<file path="src/rtl/decoder_scan_n.sv">
// -----------------------------------------------------------------------------
// decoder_scan_n
//
// Registered N-to-2^N one-hot decoder with enable and an optional scan mode.
// It drives glitch-free select lines, such as the digit or anode selects of a
// multiplexed display.
//
//   Direct mode (mode=0): Out and idx follow In, one clock later.
//   Scan mode   (mode=1): idx steps 0..scan_limit. Each index is held for
//                         (dwell+1) clocks. wrap pulses for one clock when idx
//                         returns from scan_limit to 0.
//
// Parameters
//   SEL_W      select width, 1..5; NOUT = 2**SEL_W outputs
//   DWELL_W    width of the dwell input and of the internal dwell counter
//   ACTIVE_LOW 1: the asserted output bit is 0 and inactive bits are 1
//   BLANK      1: in scan mode, Out is inactive on the first clock of each step
//
// Ports
//   clk        rising-edge clock
//   resetn     asynchronous active-low reset
//   E          enable; 0 = Out inactive, scan state frozen
//   mode       0 = direct decode, 1 = scan
//   In         select decoded in direct mode
//   scan_limit highest index visited in scan mode
//   dwell      clocks per scan step minus 1
//   Out        registered one-hot select (polarity per ACTIVE_LOW)
//   idx        index currently driven on Out
//   wrap       1-clock pulse on the scan_limit -> 0 transition
// -----------------------------------------------------------------------------
module decoder_scan_n #(
  parameter  int SEL_W      = 2,
  parameter  int DWELL_W    = 16,
  parameter  int ACTIVE_LOW = 0,
  parameter  int BLANK      = 0,
  localparam int NOUT       = 2 ** SEL_W
) (
  input  logic               clk,
  input  logic               resetn,
  input  logic               E,
  input  logic               mode,
  input  logic [SEL_W-1:0]   In,
  input  logic [SEL_W-1:0]   scan_limit,
  input  logic [DWELL_W-1:0] dwell,
  output logic [NOUT-1:0]    Out,
  output logic [SEL_W-1:0]   idx,
  output logic               wrap
);

  // Out value with no bit asserted, in the configured polarity.
  localparam logic [NOUT-1:0] INACTIVE = (ACTIVE_LOW != 0) ? {NOUT{1'b1}} : {NOUT{1'b0}};

  // This flop records the mode that was seen on the last enabled clock.
  // A rise from direct to scan restarts the scan at index 0.
  typedef enum logic {
    MODE_DIRECT = 1'b0,
    MODE_SCAN   = 1'b1
  } mode_e;

  mode_e              mode_q, mode_d;
  logic [SEL_W-1:0]   idx_q, idx_d;
  logic [DWELL_W-1:0] cnt_q, cnt_d;
  logic [NOUT-1:0]    out_q, out_d;
  logic               wrap_q, wrap_d;
  logic               show_d;   // 1: Out asserts the bit selected by idx_d

  // Active-high one-hot of an index. The polarity is applied afterwards.
  function automatic logic [NOUT-1:0] onehot(input logic [SEL_W-1:0] sel);
    onehot = NOUT'(1) << sel;
  endfunction

  // ---------------------------------------------------------------------------
  // Next-state logic
  // ---------------------------------------------------------------------------
  // NOTE: every variable gets a default value first. Then no path through the
  // if/else tree leaves a variable unassigned, and no latch is inferred.
  always_comb begin
    mode_d = mode_q;
    idx_d  = idx_q;
    cnt_d  = cnt_q;
    wrap_d = 1'b0;
    show_d = 1'b0;

    if (E) begin
      show_d = 1'b1;
      mode_d = mode ? MODE_SCAN : MODE_DIRECT;

      if (!mode) begin
        // Direct decode. The dwell counter stays cleared, so a later
        // scan always starts from a fresh step.
        idx_d = In;
        cnt_d = '0;
      end else if (mode_q == MODE_DIRECT) begin
        // Entering scan mode: restart at index 0 without a wrap pulse.
        idx_d = '0;
        cnt_d = '0;
      end else if (cnt_q >= dwell) begin
        // The step is complete. The >= compare means that lowering dwell or
        // scan_limit mid-step ends the step at the next check, so the
        // counter and index never run past the new limit.
        cnt_d = '0;
        if (idx_q >= scan_limit) begin
          idx_d  = '0;
          wrap_d = 1'b1;
        end else begin
          idx_d = idx_q + SEL_W'(1);
        end
      end else begin
        cnt_d = cnt_q + DWELL_W'(1);
      end

      // Anti-ghosting: blank the first clock of every scan step. The counter
      // is 0 on exactly that clock.
      if ((BLANK != 0) && mode && (cnt_d == '0)) begin
        show_d = 1'b0;
      end
    end
  end

  // Apply the polarity before the register. Out then comes straight from
  // a flop, in either polarity.
  assign out_d = show_d ? (onehot(idx_d) ^ INACTIVE) : INACTIVE;

  // ---------------------------------------------------------------------------
  // State and output registers
  // ---------------------------------------------------------------------------
  // NOTE: sequential state uses non-blocking assignments. Every flop then
  // samples the values from before the edge, whatever the statement order,
  // and the block matches the hardware it describes.
  always_ff @(posedge clk or negedge resetn) begin
    if (!resetn) begin
      mode_q <= MODE_DIRECT;
      idx_q  <= '0;
      cnt_q  <= '0;
      out_q  <= INACTIVE;
      wrap_q <= 1'b0;
    end else begin
      mode_q <= mode_d;
      idx_q  <= idx_d;
      cnt_q  <= cnt_d;
      out_q  <= out_d;
      wrap_q <= wrap_d;
    end
  end

  assign Out  = out_q;
  assign idx  = idx_q;
  assign wrap = wrap_q;

endmodule
</file>
<file path="config.mk">
export PLATFORM = sky130hd
export DESIGN_NAME = decoder_scan_n
export DESIGN_NICKNAME = d
export VERILOG_FILES = /design/src/rtl/decoder_scan_n.sv
export SDC_FILE = /design/constraint.sdc
export NUM_CORES = 1
export LEC_CHECK = 0
export CAP_MARGIN = 10
export CORE_AREA = 8 8 82 84
export CTS_BUF_LIST = sky130_fd_sc_hd__clkbuf_16
export CTS_CLUSTER_DIAMETER = 60
export DETAILED_ROUTE_END_ITERATION = 6
export DIE_AREA = 0 0 90 92
export MAX_ROUTING_LAYER = met4
export PLACE_DENSITY = 0.65
export SYNTH_ARGS = -nofsm -noshare
export SYNTH_HDL_FRONTEND = slang
export SYNTH_SLANG_ARGS = --single-unit
</file>
<file path="constraint.sdc">
create_clock -name clk -period 5.47 [get_ports clk]
set_clock_uncertainty 0.15 [all_clocks]
set_input_delay 1.094 -clock clk [delete_from_list [all_inputs] [get_ports clk]]
set_output_delay 1.094 -clock clk [all_outputs]
set_load 0.01 [all_outputs]
</file>
# [Yosys cells after proc, flatten, opt, wreduce, memory -nomap -nowiden]
# Cells that the tools add are included.
[op_classes] add_sub_neg=2 mul=0 div_mod_pow=0 order_cmp=2 n_eq_ne=0 shifts=1 mux=16 bitwise=0 reduce_logical=0
[op_table] cell="16-bit two-way mux" count=3
[op_table] cell="16-bit by 1-bit adder with 16-bit output (second input constant)" count=1
[op_table] cell="16-bit greater-or-equal comparator" count=1
[op_table] cell="2-bit two-way mux" count=5
[op_table] cell="1-bit two-way mux" count=7
[op_table] cell="4-bit two-way mux" count=1
[op_table] cell="1-bit by 2-bit left shift with 4-bit output (first input constant)" count=1
[op_table] cell="2-bit by 1-bit adder with 2-bit output (second input constant)" count=1
[op_table] cell="2-bit greater-or-equal comparator" count=1
[totals] reg_bits=24 latch_bits=0 ram_bits=0 romBits=0 in_bits=24 output_inout_bits=7 wordCells=26 memories=0

# [Longest topological paths before layout]
[depth] depth_word=8 ltp_mapped=9 mapped_depth_nobuf=8

# [Least setup slack after synthesis]
# OpenSTA, ideal clock, no wires.
[synth_timing] path_type="input to register" startpoint="input port dwell[13]" endpoint="register cnt_q[4]" arrival_ns=2.989 required_time_ns=5.221 setup_slack_ns=2.231 cell_stages=9 path_buffers=1 path_cell_list="inv_1 ha_1 a21o_1 a21o_1 a211o_4 nor4_4 nand2_2 buf_6 o311ai_4"
[synth_via] elab_chain_cells=4
[synth_rtl] item="from (decl)" line_no="44" text="input logic [DWELL_W-1:0] dwell,"
[synth_rtl] item="16-bit greater-or-equal comparator" line_no="97" text="end else if (cnt_q >= dwell) begin"
[synth_rtl] item="16-bit two-way mux" line_no="97"
[synth_rtl] item="16-bit two-way mux" line_no="93" text="end else if (mode_q == MODE_DIRECT) begin"
[synth_rtl] item="16-bit two-way mux" line_no="88" text="if (!mode) begin"
[synth_rtl] item="to (signal assigned)" line_no="140" text="cnt_q <= cnt_d;"
[synth_rtl] item="to (decl)" line_no="62" text="logic [DWELL_W-1:0] cnt_q, cnt_d;"
# No other way between the ends.
# A chain may end at the register's enable or synchronous reset.

# [Final worst setup path]
[layout_timing] startpoint="input port dwell[13]" endpoint="register cnt_q[11]"
# Same word-level chain as after synthesis.

==> results.md <==
- Outcome: complete, no violations
- Synth Area in Compound Gates: 21.0%
- DRT antenna net count: 0
- Commonest non-fill, non-tap cells in the layout: clkdlybuf4s50_1, dfrtp_1, inv_1, nand3_1, ha_1
- Vias per inst: about 5
- Die ar.: 0.00828 mm2
- Mapped Avg Cell Area: 9.30 um2
- RSZ-0062 raised after global routing: no
- Layout area overhead: 24.8%
- Clk_lat worst skew: 0.25 ns
- Shortest period the worst path allows: about 3.8 ns
- Vias in the first global route: 1491
- R2R Setup Slk: about 2.5 ns
- Vias: about 1500
- Tot GR Track Use: between 10% and 20%
- Clock slew seen by the registers of the worst setup and hold paths: about 0.06 ns
- IO buf count: 30
- First-pass GRT wire length: 6940 um
- Switching Fraction: 24.2%
- Mux share of post-synthesis cell area: between 2 and 2.5%
- Post-Layout Cell Count: ~300
- Clock share of power: about 37%
- Hold-fix buffers, CTS: 0
- Setup CP Type: input port to flop
- Setup bufs post-CTS: 0
- CP startpoint: dwell[13]
- Die extent in x: 90 um
- Area share of the largest cell type after synthesis: around 33%
- Largest area contributor in the netlist: dfrtp_1
- GPL Wtd Cong: 0.845
- Cell-internal power: 324 uW
- Reg2Reg Launch Point: cnt_q[13]$_DFFE_PN0P_
- Most common cell after layout, fill and taps aside: clkdlybuf4s50_1
- # IOs: 31
- Global-route track usage on met3: about 1.5%
- HPWL after DPL: about 3000 um
- Drt pass-1 iters: 4
- GRT met1 Usage: a little over an eighth
- Period utilisation layout: between 60% and 70%
- Row count: 27
- Post-Route WL: between 3000 and 4000 um
- Worst-Margin Slew: 0.552 ns
- Clock root buffer: clkbuf_16
- Relative max-transition margin: a little over three fifths
- Endpoints failing setup: 0
- Hold Crit Class: flop to flop
- Synth Area in Adders: approximately an eighth
- Post-synthesis sequential area ratio: around a third
- Flop pwr share: 44.1%
- Post-route DRC violation count: 0
- Critical Path Fanout Max: 11
- Power density cells: roughly 190 mW/mm2
- Main combinational cell family by area after synthesis: simple AND/OR/NAND/NOR gates
- Synth area leaders: dfrtp_1, ha_1, nand3_1
- CTS tree: built
- Met2 GRT Util: 16.1%
- Static leakage: about 1.0 nW
- Maximum vdd ir drop: 0.106 mV
- End of the worst register-to-register path: cnt_q[11]$_DFFE_PN0P_
- Initial DRC count: 66
- Filler cell count: 564
- Placed instance count: between 200 and 300
- TritonCTS buffer count: 3
- Clock Path Buffers: 2
- Final Slew Violations: 0
- Achievable Freq: 0.265 GHz
- Wire per inst: between 10 and 15 um
- Startpoint types: input port
- Reg2Reg Depth: 7
- Simple-gate portion of the synthesized area: between 20 and 30%
- Switching power: slightly above 100 uW
- Die Y-Extent: just over 90 um
- Post-synth EDFFs: 0
- Largest net degree at the start of global routing: 33
- Htree depth: 1
- Critical path destination: cnt_q[11]$_DFFE_PN0P_
- Most used DFF post-synth: dfrtp_1
- Setup TNS: 0 ns
- Core area: 0.00541 mm2
- Xor/xnor cell area share of the yosys netlist: 0%
- Post-Syn Area: 0.00184 mm2
- # resized after CTS: 0
- N_diodes: 0
- Layout cell share with drive strength beyond 1: 8.30%
- Syn Inst Count: just under 200
- FF+latch count, synth: 24
- Max Cap Viol: 0
- Initial antenna violation count: 0
- Async SR Flop Fraction: 100%
- Congestion Overflow GR: 0
- NumNets Final: roughly 270
- Synth warnings: 0
- Initial core utilization: ~34%
- Synth unique cells: 44
- CP Capture Type: flop
- CTS sink count: 24
- Hold WS: about 0.38 ns
- Endpoints failing hold: 0
- Worst Path Required: roughly 5.5 ns
- GRT busiest layer: met2
- Gate power share: about a fifth
- Crit path DAT: ~3.8 ns
- Syn_nets: approximately 240
## worst min-delay path by stage
stage | start | to | slack (ns) | cells past startpoint
final | mode_q$_DFFE_PN0P_ | mode_q$_DFFE_PN0P_ | 0.38 | 1
after global routing | mode_q$_DFFE_PN0P_ | mode_q$_DFFE_PN0P_ | 0.42 | 1
after CTS | mode_q$_DFFE_PN0P_ | mode_q$_DFFE_PN0P_ | 0.39 | 1
after detailed placement | mode_q$_DFFE_PN0P_ | mode_q$_DFFE_PN0P_ | 0.37 | 1
after global placement | mode_q$_DFFE_PN0P_ | mode_q$_DFFE_PN0P_ | 0.36 | 1
after floorplan | mode_q$_DFFE_PN0P_ | mode_q$_DFFE_PN0P_ | 0.35 | 1
## logic make-up (layout without fill, tap and decap cells)
family                   Yosys count  after routing
adder cells (fa/ha/maj)           19             19
AND/OR/NAND/NOR                   81             81
buffers and inverters             28             59
multiplexers                       4              4
flip-flops                        24             24
AO/OA/AOI/OAI                     42             42
## sequential cells by signal, indices dropped and copies added, names as in the netlist
register	cells
idx	2
mode_q	1
cnt_q	16
Out	4
wrap	1
## power groups by stage
| stage | combinational (mW) | sequential (mW) | clock, mW |
|---|---|---|---|
| floorplan | 0.0454 | 0.193 | 0 |
| detailed placement | 0.0841 | 0.192 | 0 |
| finish | 0.0824 | 0.189 | 0.157 |
| CTS | 0.0844 | 0.189 | 0.161 |
| global placement | 0.0831 | 0.192 | 0 |
| global route | 0.0930 | 0.190 | 0.165 |
## routing by layer
metal  wire (um)  up-vias  share of wire (%)
li1            -      782                  -
met1        1980      697                 51
met2        1750       23                 45
met3         118        2                3.0
met4          36        0               0.93
met5           0        -                  0
## per-stage QoR
stage	util (%)	total power, mW	area (um2)	setup slack, ns
5_1_grt	42.5	0.448	2300	1.50
2_1_floorplan	-	0.238	1840	2.23
4_1_cts	42.5	0.434	2300	1.65
3_3_place_gp	41.0	0.275	2220	1.51
3_5_place_dp	41.0	0.276	2220	1.40
6_report	42.5	0.428	2300	1.70
## worst max-delay path, stage by stage
cell             delay [ns]
clkdlybuf4s50_1        0.45
inv_1                  0.04
ha_1                   0.29
a21o_1                 0.18
a21o_1                 0.18
a211o_4                0.37
nor4_4                 0.50
nand2_2                0.33
o311ai_1               0.34
## cell usage after synthesis (all sizes together), types with 4 or more instances
cell type / n
nor3: 7
a21oi: 7
nand3: 19
dfrtp: 24
or3: 4
inv: 23
o2bb2ai: 5
nor4: 4
ha: 19
nand2b: 11
o21ai: 8
o311ai: 6
nand2: 18
nor2: 5
## area by class of cell
cell class | count | area, um2 | area share [%]
repair buffers | 32 | 315 | 13.7
clock buffers | 3 | 75.1 | 3.27
flip-flops and latches | 24 | 601 | 26.1
inverters | 23 | 86.3 | 3.76
well taps | 72 | 90.1 | 3.92
multi-input cells | 146 | 1130 | 49.0
clock inverters | 1 | 3.75 | 0.163
No activity file was read; power rests on OpenSTA's default activity.
